`config.mk`:
```
export PLATFORM = sky130hd
export DESIGN_NAME = multi_dataflow_addressgen
export DESIGN_NICKNAME = d
export VERILOG_FILES = /design/src/rtl/multi_dataflow_addressgen.sv
export SDC_FILE = /design/constraint.sdc
export NUM_CORES = 1
export LEC_CHECK = 0
export BUFFER_PORTS_ARGS = -buffer_cell sky130_fd_sc_hd__buf_2
export CAP_MARGIN = 20
export CORE_UTILIZATION = 55
export DETAILED_ROUTE_END_ITERATION = 12
export PLACE_DENSITY = 0.79
export SETUP_SLACK_MARGIN = 0.02
export SYNTH_ARGS = -nofsm -noshare
export SYNTH_HDL_FRONTEND = slang
export SYNTH_SLANG_ARGS = --single-unit
export TNS_END_PERCENT = 30
```
`constraint.sdc`:
```
create_clock -name clk_i -period 6.12 [get_ports clk_i]
set_input_delay 1.224 -clock clk_i [delete_from_list [all_inputs] [get_ports clk_i]]
set_output_delay 1.224 -clock clk_i [all_outputs]
set_load 0.005 [all_outputs]
```
`src/rtl/multi_dataflow_addressgen.sv`:
```
// Per-stream address generator: walks a word/line/feature/outer loop nest from a
// base address and emits one word address per accepted valid/ready handshake.
module multi_dataflow_addressgen #(
  parameter int ADDR_WIDTH   = 32,
  parameter int TRANS_WIDTH  = 32,
  parameter int STRIDE_WIDTH = 16
) (
  input  logic                    clk_i,
  input  logic                    rst_i,
  input  logic                    clear_i,
  input  logic                    start_i,
  input  logic [ADDR_WIDTH-1:0]   base_addr_i,
  input  logic [TRANS_WIDTH-1:0]  trans_size_i,
  input  logic [STRIDE_WIDTH-1:0] line_stride_i,
  input  logic [STRIDE_WIDTH-1:0] line_length_i,
  input  logic [STRIDE_WIDTH-1:0] feat_stride_i,
  input  logic [STRIDE_WIDTH-1:0] feat_length_i,
  input  logic [STRIDE_WIDTH-1:0] feat_roll_i,
  input  logic [STRIDE_WIDTH-1:0] step_i,
  input  logic                    loop_outer_i,
  output logic [ADDR_WIDTH-1:0]   addr_o,
  output logic                    addr_valid_o,
  input  logic                    addr_ready_i,
  output logic                    busy_o,
  output logic                    done_o
);

  typedef enum logic [1:0] {IDLE, RUN, DONE} state_t;

  state_t state_q, state_d;

  logic [ADDR_WIDTH-1:0]   base_q;
  logic [TRANS_WIDTH-1:0]  trans_q;
  logic [STRIDE_WIDTH-1:0] line_stride_q, line_len_q, feat_stride_q;
  logic [STRIDE_WIDTH-1:0] feat_len_q, feat_roll_q, step_q;
  logic                    loop_outer_q;

  logic [TRANS_WIDTH-1:0]  emit_cnt_q, emit_cnt_nxt;
  logic [STRIDE_WIDTH-1:0] word_cnt_q, line_cnt_q, feat_cnt_q;
  logic [STRIDE_WIDTH-1:0] word_cnt_nxt, line_cnt_nxt, feat_cnt_nxt;
  logic [ADDR_WIDTH-1:0]   word_off_q, line_off_q, feat_off_q, outer_off_q;
  logic [ADDR_WIDTH-1:0]   step_ext, line_stride_ext, feat_stride_ext;

  logic start_ok, xfer, last_xfer;
  logic word_wrap, line_wrap, roll_wrap;

  assign start_ok  = (state_q == IDLE) && start_i;
  assign xfer      = addr_valid_o && addr_ready_i;
  assign emit_cnt_nxt = emit_cnt_q + 1'b1;
  assign last_xfer = xfer && (emit_cnt_nxt == trans_q);

  assign word_cnt_nxt = word_cnt_q + 1'b1;
  assign line_cnt_nxt = line_cnt_q + 1'b1;
  assign feat_cnt_nxt = feat_cnt_q + 1'b1;

  // Each wrap level only fires when every inner level wraps on the same transfer.
  assign word_wrap = (word_cnt_nxt == line_len_q);
  assign line_wrap = word_wrap && (line_cnt_nxt == feat_len_q);
  assign roll_wrap = line_wrap && (feat_roll_q != '0) && (feat_cnt_nxt == feat_roll_q);

  assign step_ext        = ADDR_WIDTH'(step_q);
  assign line_stride_ext = ADDR_WIDTH'(line_stride_q);
  assign feat_stride_ext = ADDR_WIDTH'(feat_stride_q);

  always_ff @(posedge clk_i) begin
    if (rst_i || clear_i) begin
      state_q <= IDLE;
    end else begin
      state_q <= state_d;
    end
  end

  always_comb begin
    state_d = state_q;
    case (state_q)
      IDLE: begin
        if (start_i) begin
          state_d = (trans_size_i == '0) ? DONE : RUN;
        end
      end
      RUN: begin
        if (last_xfer) begin
          state_d = DONE;
        end
      end
      DONE:    state_d = IDLE;
      default: state_d = IDLE;
    endcase
  end

  always_ff @(posedge clk_i) begin
    if (rst_i || clear_i) begin
      base_q        <= '0;
      trans_q       <= '0;
      line_stride_q <= '0;
      line_len_q    <= '0;
      feat_stride_q <= '0;
      feat_len_q    <= '0;
      feat_roll_q   <= '0;
      step_q        <= '0;
      loop_outer_q  <= 1'b0;
      emit_cnt_q    <= '0;
      word_cnt_q    <= '0;
      line_cnt_q    <= '0;
      feat_cnt_q    <= '0;
      word_off_q    <= '0;
      line_off_q    <= '0;
      feat_off_q    <= '0;
      outer_off_q   <= '0;
    end else if (start_ok) begin
      base_q        <= base_addr_i;
      trans_q       <= trans_size_i;
      line_stride_q <= line_stride_i;
      line_len_q    <= (line_length_i == '0) ? STRIDE_WIDTH'(1) : line_length_i;
      feat_stride_q <= feat_stride_i;
      feat_len_q    <= (feat_length_i == '0) ? STRIDE_WIDTH'(1) : feat_length_i;
      feat_roll_q   <= feat_roll_i;
      step_q        <= step_i;
      loop_outer_q  <= loop_outer_i;
      emit_cnt_q    <= '0;
      word_cnt_q    <= '0;
      line_cnt_q    <= '0;
      feat_cnt_q    <= '0;
      word_off_q    <= '0;
      line_off_q    <= '0;
      feat_off_q    <= '0;
      outer_off_q   <= '0;
    end else if (xfer) begin
      // Advancing past the final transfer is harmless: the next start zeroes it all.
      emit_cnt_q <= emit_cnt_nxt;
      if (word_wrap) begin
        word_cnt_q <= '0;
        word_off_q <= '0;
        if (line_wrap) begin
          line_cnt_q <= '0;
          line_off_q <= '0;
          if (roll_wrap) begin
            feat_cnt_q <= '0;
            feat_off_q <= '0;
            if (loop_outer_q) begin
              outer_off_q <= outer_off_q + line_stride_ext;
            end
          end else begin
            feat_cnt_q <= feat_cnt_nxt;
            feat_off_q <= feat_off_q + feat_stride_ext;
          end
        end else begin
          line_cnt_q <= line_cnt_nxt;
          line_off_q <= line_off_q + line_stride_ext;
        end
      end else begin
        word_cnt_q <= word_cnt_nxt;
        word_off_q <= word_off_q + step_ext;
      end
    end
  end

  assign addr_valid_o = (state_q == RUN);
  assign busy_o       = (state_q == RUN);
  assign done_o       = (state_q == DONE);
  assign addr_o       = (state_q == RUN)
                      ? (base_q + outer_off_q + feat_off_q + line_off_q + word_off_q)
                      : '0;

endmodule

```
==> results of run 1 <==
[synth_stat cells (17+ instances only)]
master	n	share of area
nand2_1	452	0.071
dfxtp_1	371	0.31
inv_1	328	0.051
a21oi_1	312	0.065
nor2_1	185	0.029
xnor2_1	140	0.051
o21ai_0	139	0.029
clkbuf_1	116	0.018
ha_1	100	0.052
fa_1	96	0.080
xor2_1	88	0.032
nand3_1	82	0.017
nor3_1	67	0.014
or3_1	56	0.015
nand4_1	55	0.014
nor4_1	46	0.012
and3_1	34	0.0089
a21o_1	25	0.0078
and2_1	24	0.0063
mux2i_1	23	0.0096
o31ai_1	23	0.0072
nand2b_1	22	0.0057
a22o_1	20	0.0073
a211oi_1	19	0.0059
or4_1	18	0.0056
o21a_1	17	0.0053
o22ai_1	17	0.0044
[layout make-up]
class / instances / share of cell area
clock buffer: 60 / 0.0456
clock inverter: 16 / 0.00795
inverter: 329 / 0.0453
multi-input combinational: 2237 / 0.552
sequential: 371 / 0.274
tap: 585 / 0.0269
timing repair buffer: 243 / 0.0486
[worst max-delay path, stage by stage (launching register included)]
cell      delay [ns]
dfxtp_2         0.34
inv_2           0.05
fa_1            0.54
fa_1            0.43
fa_1            0.49
inv_1           0.04
ha_2            0.19
fa_2            0.36
a211o_1         0.36
a211oi_4        0.31
o32ai_4         0.17
nand4_1         0.20
a31oi_4         0.16
a211oi_4        0.30
a21oi_2         0.09
buf_4           0.13
nor2_1          0.08
nor3_1          0.05
buf_2           0.14
[placed cells by master (no fill, tap or decap), types with 16 or more instances in the layout]
cell,n
a22o_1,20
nor4_1,46
nand3_1,82
nand2_1,449
dfxtp_1,351
o31ai_1,23
and2_1,24
fa_1,95
nand2b_1,22
o21a_1,17
o22ai_1,17
clkbuf_16,45
a21oi_1,309
ha_1,89
and3_1,34
inv_1,323
nor2_1,185
or3_1,55
xor2_1,88
dfxtp_2,20
nor2b_1,16
a21o_1,25
mux2i_1,23
o21ai_0,134
nand4_1,55
buf_2,200
xnor2_1,140
or4_1,18
buf_4,43
nor3_1,66
[through the flow]
step / utilization / TNS [ns]
2_1_floorplan: - / 0
3_3_place_gp: 0.589 / 0
3_5_place_dp: 0.589 / 0
4_1_cts: 0.631 / -0.163
5_1_grt: 0.632 / -1.35
6_report: 0.632 / -0.366
[where the power goes]
group          total [W]  internal [W]  switching (W)
clock network    0.00270       0.00162        0.00107
registers        0.00248       0.00245      0.0000335
logic           0.000401      0.000143       0.000258
total            0.00558       0.00422        0.00136
[cells by family after synthesis]
family                     Yosys count
DFF                                371
and+or+nand+nor                   1119
muxes                               24
buffers and inverters              466
xor gates and xnor gates           228
adders and majority gates          196
AOI/OAI and AO/OA                  670
[state kept, by name, indices dropped and copies added (netlist names)]
name and flops:
line_off_q 32, feat_off_q 32, line_cnt_q 16, word_off_q 32, feat_roll_q 16, trans_q 32, line_len_q 16, step_q 16
emit_cnt_q 32, outer_off_q 32, line_stride_q 16, feat_len_q 16, word_cnt_q 16, feat_stride_q 16, state_q 2, base_q 32
loop_outer_q 1, feat_cnt_q 16
[what timing repair did]
item | 4_1_cts | 5_1_grt
resized for setup | 46 | 14
pin swaps | 30 | 8
endpoints found under the setup margin | 10 | 11
buffers inserted | 15 | 3
hold buffers | 0 | 0
[metal layers]
layer,vias to the layer above,track usage
met5,-,0
met4,0,0.140
met3,178,0.0436
met2,830,0.507
met1,10685,0.395
li1,10742,-
[path summary, 6_finish.rpt]
path / startpoint / endpoint / slack (ns) / depth (start not counted)
max: word_off_q[1] / addr_o[29] / -0.12 / 18
min: base_q[3] / base_q[3] / 0.45 / 2
max reg2reg: word_cnt_q[0] / outer_off_q[21] / 1.28 / 10
min reg2reg: base_q[3] / base_q[3] / 0.45 / 2
==> results.yml, run 1 <==
status:
  status: "finished, violations left"
  violations: "negative setup slack"
drt:
  drc_errors: 0
  route.detailed.vias_per_inst: 5.84
  firstDrtPassIters: 6
  wl_per_cell_um: 18.0
  vias: 22435
  drtIter0Drc: 1757
  met3WireLength_mm: 4.91
  detail-route-antenna-nets: 0
  maxUsedRoutingLayer: "met4"
  finalWirelength_mm: 69.1
  wl_met1_mm: 29.6
  met2WireLength_mm: 31.7
power_and_ir_drop:
  power.total_w: 0.00558
  p_leak_nw: 11.0
  p_per_area_nw_per_um2: 205
  peakVddDrop_mv: 0.174
yosys:
  synthAdderAreaFrac: 0.132
  syn_avg_cell_area_um2: 7.80
  syn-cell-area_um2: 24000
  synth_simple_gate_area_frac: 0.225
  synth_top_family_by_area: "simple AND/OR/NAND/NOR gates"
  synthMuxAreaShare: 0.0101
  ys_async_sr_fraction: 0
  ys_seq_area_frac: 0.310
  synth_edf_count: 0
  synth_cell_types: 76
  synth_xor_area_frac: 0.0833
  synth_nets: 3436
  netlist_instances: 3074
  yosysWarningCount: 0
  synthFlopType: "dfxtp_1"
  synth_compound_area_frac: 0.165
  ys_ff_latch: 371
grt:
  grt_pass1_vias: 21555
  grt_util_all_layers: 0.306
  grt_overflow_total: 0
  grt_max_degree: 100
  grt_pass1_wl_mm: 109
  antenna_found_initial: 0
timing:
  skew_ns: 0.0222
  hold_violations: 0
  fmax_ghz: 0.160
  timing.final.crit_period_ns: 6.24
  maxSlewViolCount: 0
  setup_violations: 4
  holdWs_ns: 0.451
  tightest_slew_ns: 1.14
  fin_ws_ns: -0.119
  final.period_utilization: 1.02
  max_slew_margin: 0.234
  rsz0062_at_grt: "yes"
place:
  io_buffers: 200
  hpwlAfterDp_mm: 51.3
  post_dp_cell_area_um2: 25400
  place_inst: 3748
  pre_cts_ws_ns: 0.0438
  gp_congestion: 0.914
critical_path:
  cp.required_ns: 4.90
  path_class: "register to primary output"
  critPathCaptureType: "primary output"
  cp-start-kind: "register"
  worst-endpoint-arrival_ns: 5.01
  path_max_fanout: 4
finish:
  fin_area_um2: 27200
  synthToLayoutAreaGrowth_pct: 13.6
  regArea_um2: 7450
  nets: 3586
  multi_input_area_um2: 15000
  diodes: 0
  nFillCells: 3723
  stdcell_count: 3841
  drive_above_1_share: 0.122
clock_tree:
  htree_levels: 2
  cts_tree: "yes"
  cts_root_buffer: "clkbuf_16"
  clockBufferDepth: 3
  cts_buffers: 42
  path_clk_slew_ns: 0.06
  clock_sinks: 371
  clock_latency_ns: 0.58
job:
  cap_violations: 0
die:
  row_count: 76
  core_um2: 43100
  fp.dieArea_um2: 44400
  die_h_um: 211
  die_w_um: 211
  initial_core_util: 0.557
  ios: 201
worst_hold_path:
  hold_class: "register to register"
Note: power is estimated with default switching activity, not from simulation.
==> run 2: changes to the inputs <==
clock period = 7.4 ns   (was 6.12 ns; I/O delays follow)
==> results.yml, run 2 (synthesis gave the netlist of run 1 again) <==
grt:
  grt_max_degree: 102
  grt_overflow_total: 0
  grt_pass1_vias: 21238
  antenna_found_initial: 0
  grt_util_all_layers: 0.301
  grt_pass1_wl_mm: 107
place:
  io_buffers: 200
  place_inst: 3743
  gp_congestion: 0.926
  hpwlAfterDp_mm: 50.6
clock_tree:
  clock_sinks: 371
  htree_levels: 2
  clock_latency_ns: 0.59
  clockBufferDepth: 3
  cts_hold_buf: 0
  cts_root_buffer: "clkbuf_16"
  cts_tree: "yes"
  path_clk_slew_ns: 0.06
  cts_buffers: 42
drt:
  drc_errors: 0
  finalWirelength_mm: 67.2
  vias: 22205
  firstDrtPassIters: 7
  detail-route-antenna-nets: 0
  drtIter0Drc: 1929
  wl_per_cell_um: 17.6
  route.detailed.vias_per_inst: 5.81
critical_path:
  cp-start-kind: "register"
  path_common_cell: "fa_1"
  crit_start: "word_off_q[1]"
  cpPeakStageDelay_ns: 0.54
  cp.required_ns: 5.92
  critPathSlowestCell: "fa_1"
  timing.rr.start: "word_cnt_q[0]"
  worst-endpoint-arrival_ns: 5.66
  path_max_fanout: 4
  path_class: "register to primary output"
  critPathCaptureType: "primary output"
  crit_chain: "inv_1, fa_1, fa_1, fa_1, inv_1, ha_1, fa_1, a211o_1, a211oi_1, o32ai_1, nand4_1, a31oi_1, a211oi_2, a21oi_1, and2_1, nor3_1, buf_2"
finish:
  mostFrequentLayoutCells: "nand2_1 (451), dfxtp_1 (371), inv_1 (328)"
  final_common_cell: "nand2_1"
  nFillCells: 3810
  stdcell_count: 3823
  synthToLayoutAreaGrowth_pct: 11.9
  nets: 3567
  drive_above_1_share: 0.102
  diodes: 0
die:
  ios: 201
  fp.dieArea_um2: 44400
  core_um2: 43100
  die_h_um: 211
  die_w_um: 211
  row_count: 76
  initial_core_util: 0.557
timing:
  final.period_utilization: 0.965
  rsz0062_at_grt: "no"
  timing.final.crit_period_ns: 7.14
  fin_setup_tns_ns: 0
  skew_ns: 0.0313
  max_slew_margin: 0.277
  maxSlewViolCount: 0
  holdWs_ns: 0.454
  setup_violations: 0
  tightest_slew_ns: 1.08
  hold_violations: 0
  fmax_ghz: 0.140
power_and_ir_drop:
  p_leak_nw: 11.0
  peakVddDrop_mv: 0.171
  p_per_area_nw_per_um2: 171
worst_hold_path:
  hold_start: "base_q[10]"
  hold_class: "register to register"
job:
  cap_violations: 0
status:
  status: "finished, final reports clean"
-- run 2: worst paths after layout --
kind                endpoint  slack, ns  cells after the start
max               addr_o[29]       0.26                     17
min               base_q[10]       0.45                      2
max reg2reg  outer_off_q[19]       2.62                     10
min reg2reg       base_q[10]       0.45                      2
-- run 2: timing repair --
item | in CTS | in global routing
endpoints found under the setup margin | 0 | 2
gates resized for setup | 0 | 1
buffers inserted | 0 | 0
hold endpoints to repair | 0 | 0
-- run 2: power by group --
| group | leakage, nW | internal (W) | switching [W] |
|---|---|---|---|
| Sequential | 3.00 | 0.00203 | 0.0000266 |
| Clock | 0.711 | 0.00131 | 0.000901 |
| Combinational | 7.25 | 0.000115 | 0.000210 |
| Total | 11.0 | 0.00345 | 0.00114 |
-- run 2: critical path, delay by kind of cell (launching register included) --
| kind | cells | cell delay [ns] |
|---|---|---|
| flip-flops | 1 | 0.36 |
| AND/OR/NAND/NOR | 3 | 0.52 |
| buffers and inverters | 3 | 0.28 |
| AO/OA/AOI/OAI | 6 | 1.77 |
| adder cells (fa/ha/maj) | 5 | 2.15 |
-- run 2: metrics by stage --
step / utilization / total power, W / setup WS [ns] / area [um^2]
2_1_floorplan: - / 0.00229 / 1.58 / 24000
3_3_place_gp: 0.589 / 0.00241 / 1.05 / 25400
4_1_cts: 0.622 / 0.00461 / 0.242 / 26800
6_report: 0.623 / 0.00459 / 0.257 / 26800
3_5_place_dp: 0.589 / 0.00242 / 0.878 / 25400
5_1_grt: 0.623 / 0.00473 / 0.0541 / 26800
-- run 2: layer usage --
layer,vias up,part of all wire,GRT usage,routed length [um]
li1,10728,-,-,-
met1,10518,0.44,0.399,29500
met2,791,0.45,0.491,30500
met3,168,0.070,0.0450,4700
met4,0,0.038,0.121,2540
met5,-,0,0,0
-- run 2: final cells by class --
type / count / area (um^2) / share of cell area
multi-input combinational: 2237 / 14800 / 0.552
timing repair buffer: 224 / 1180 / 0.0439
inverter: 329 / 1230 / 0.0460
clock inverter: 20 / 268 / 0.00998
tap: 585 / 732 / 0.0273
sequential: 371 / 7430 / 0.277
clock buffer: 57 / 1190 / 0.0442
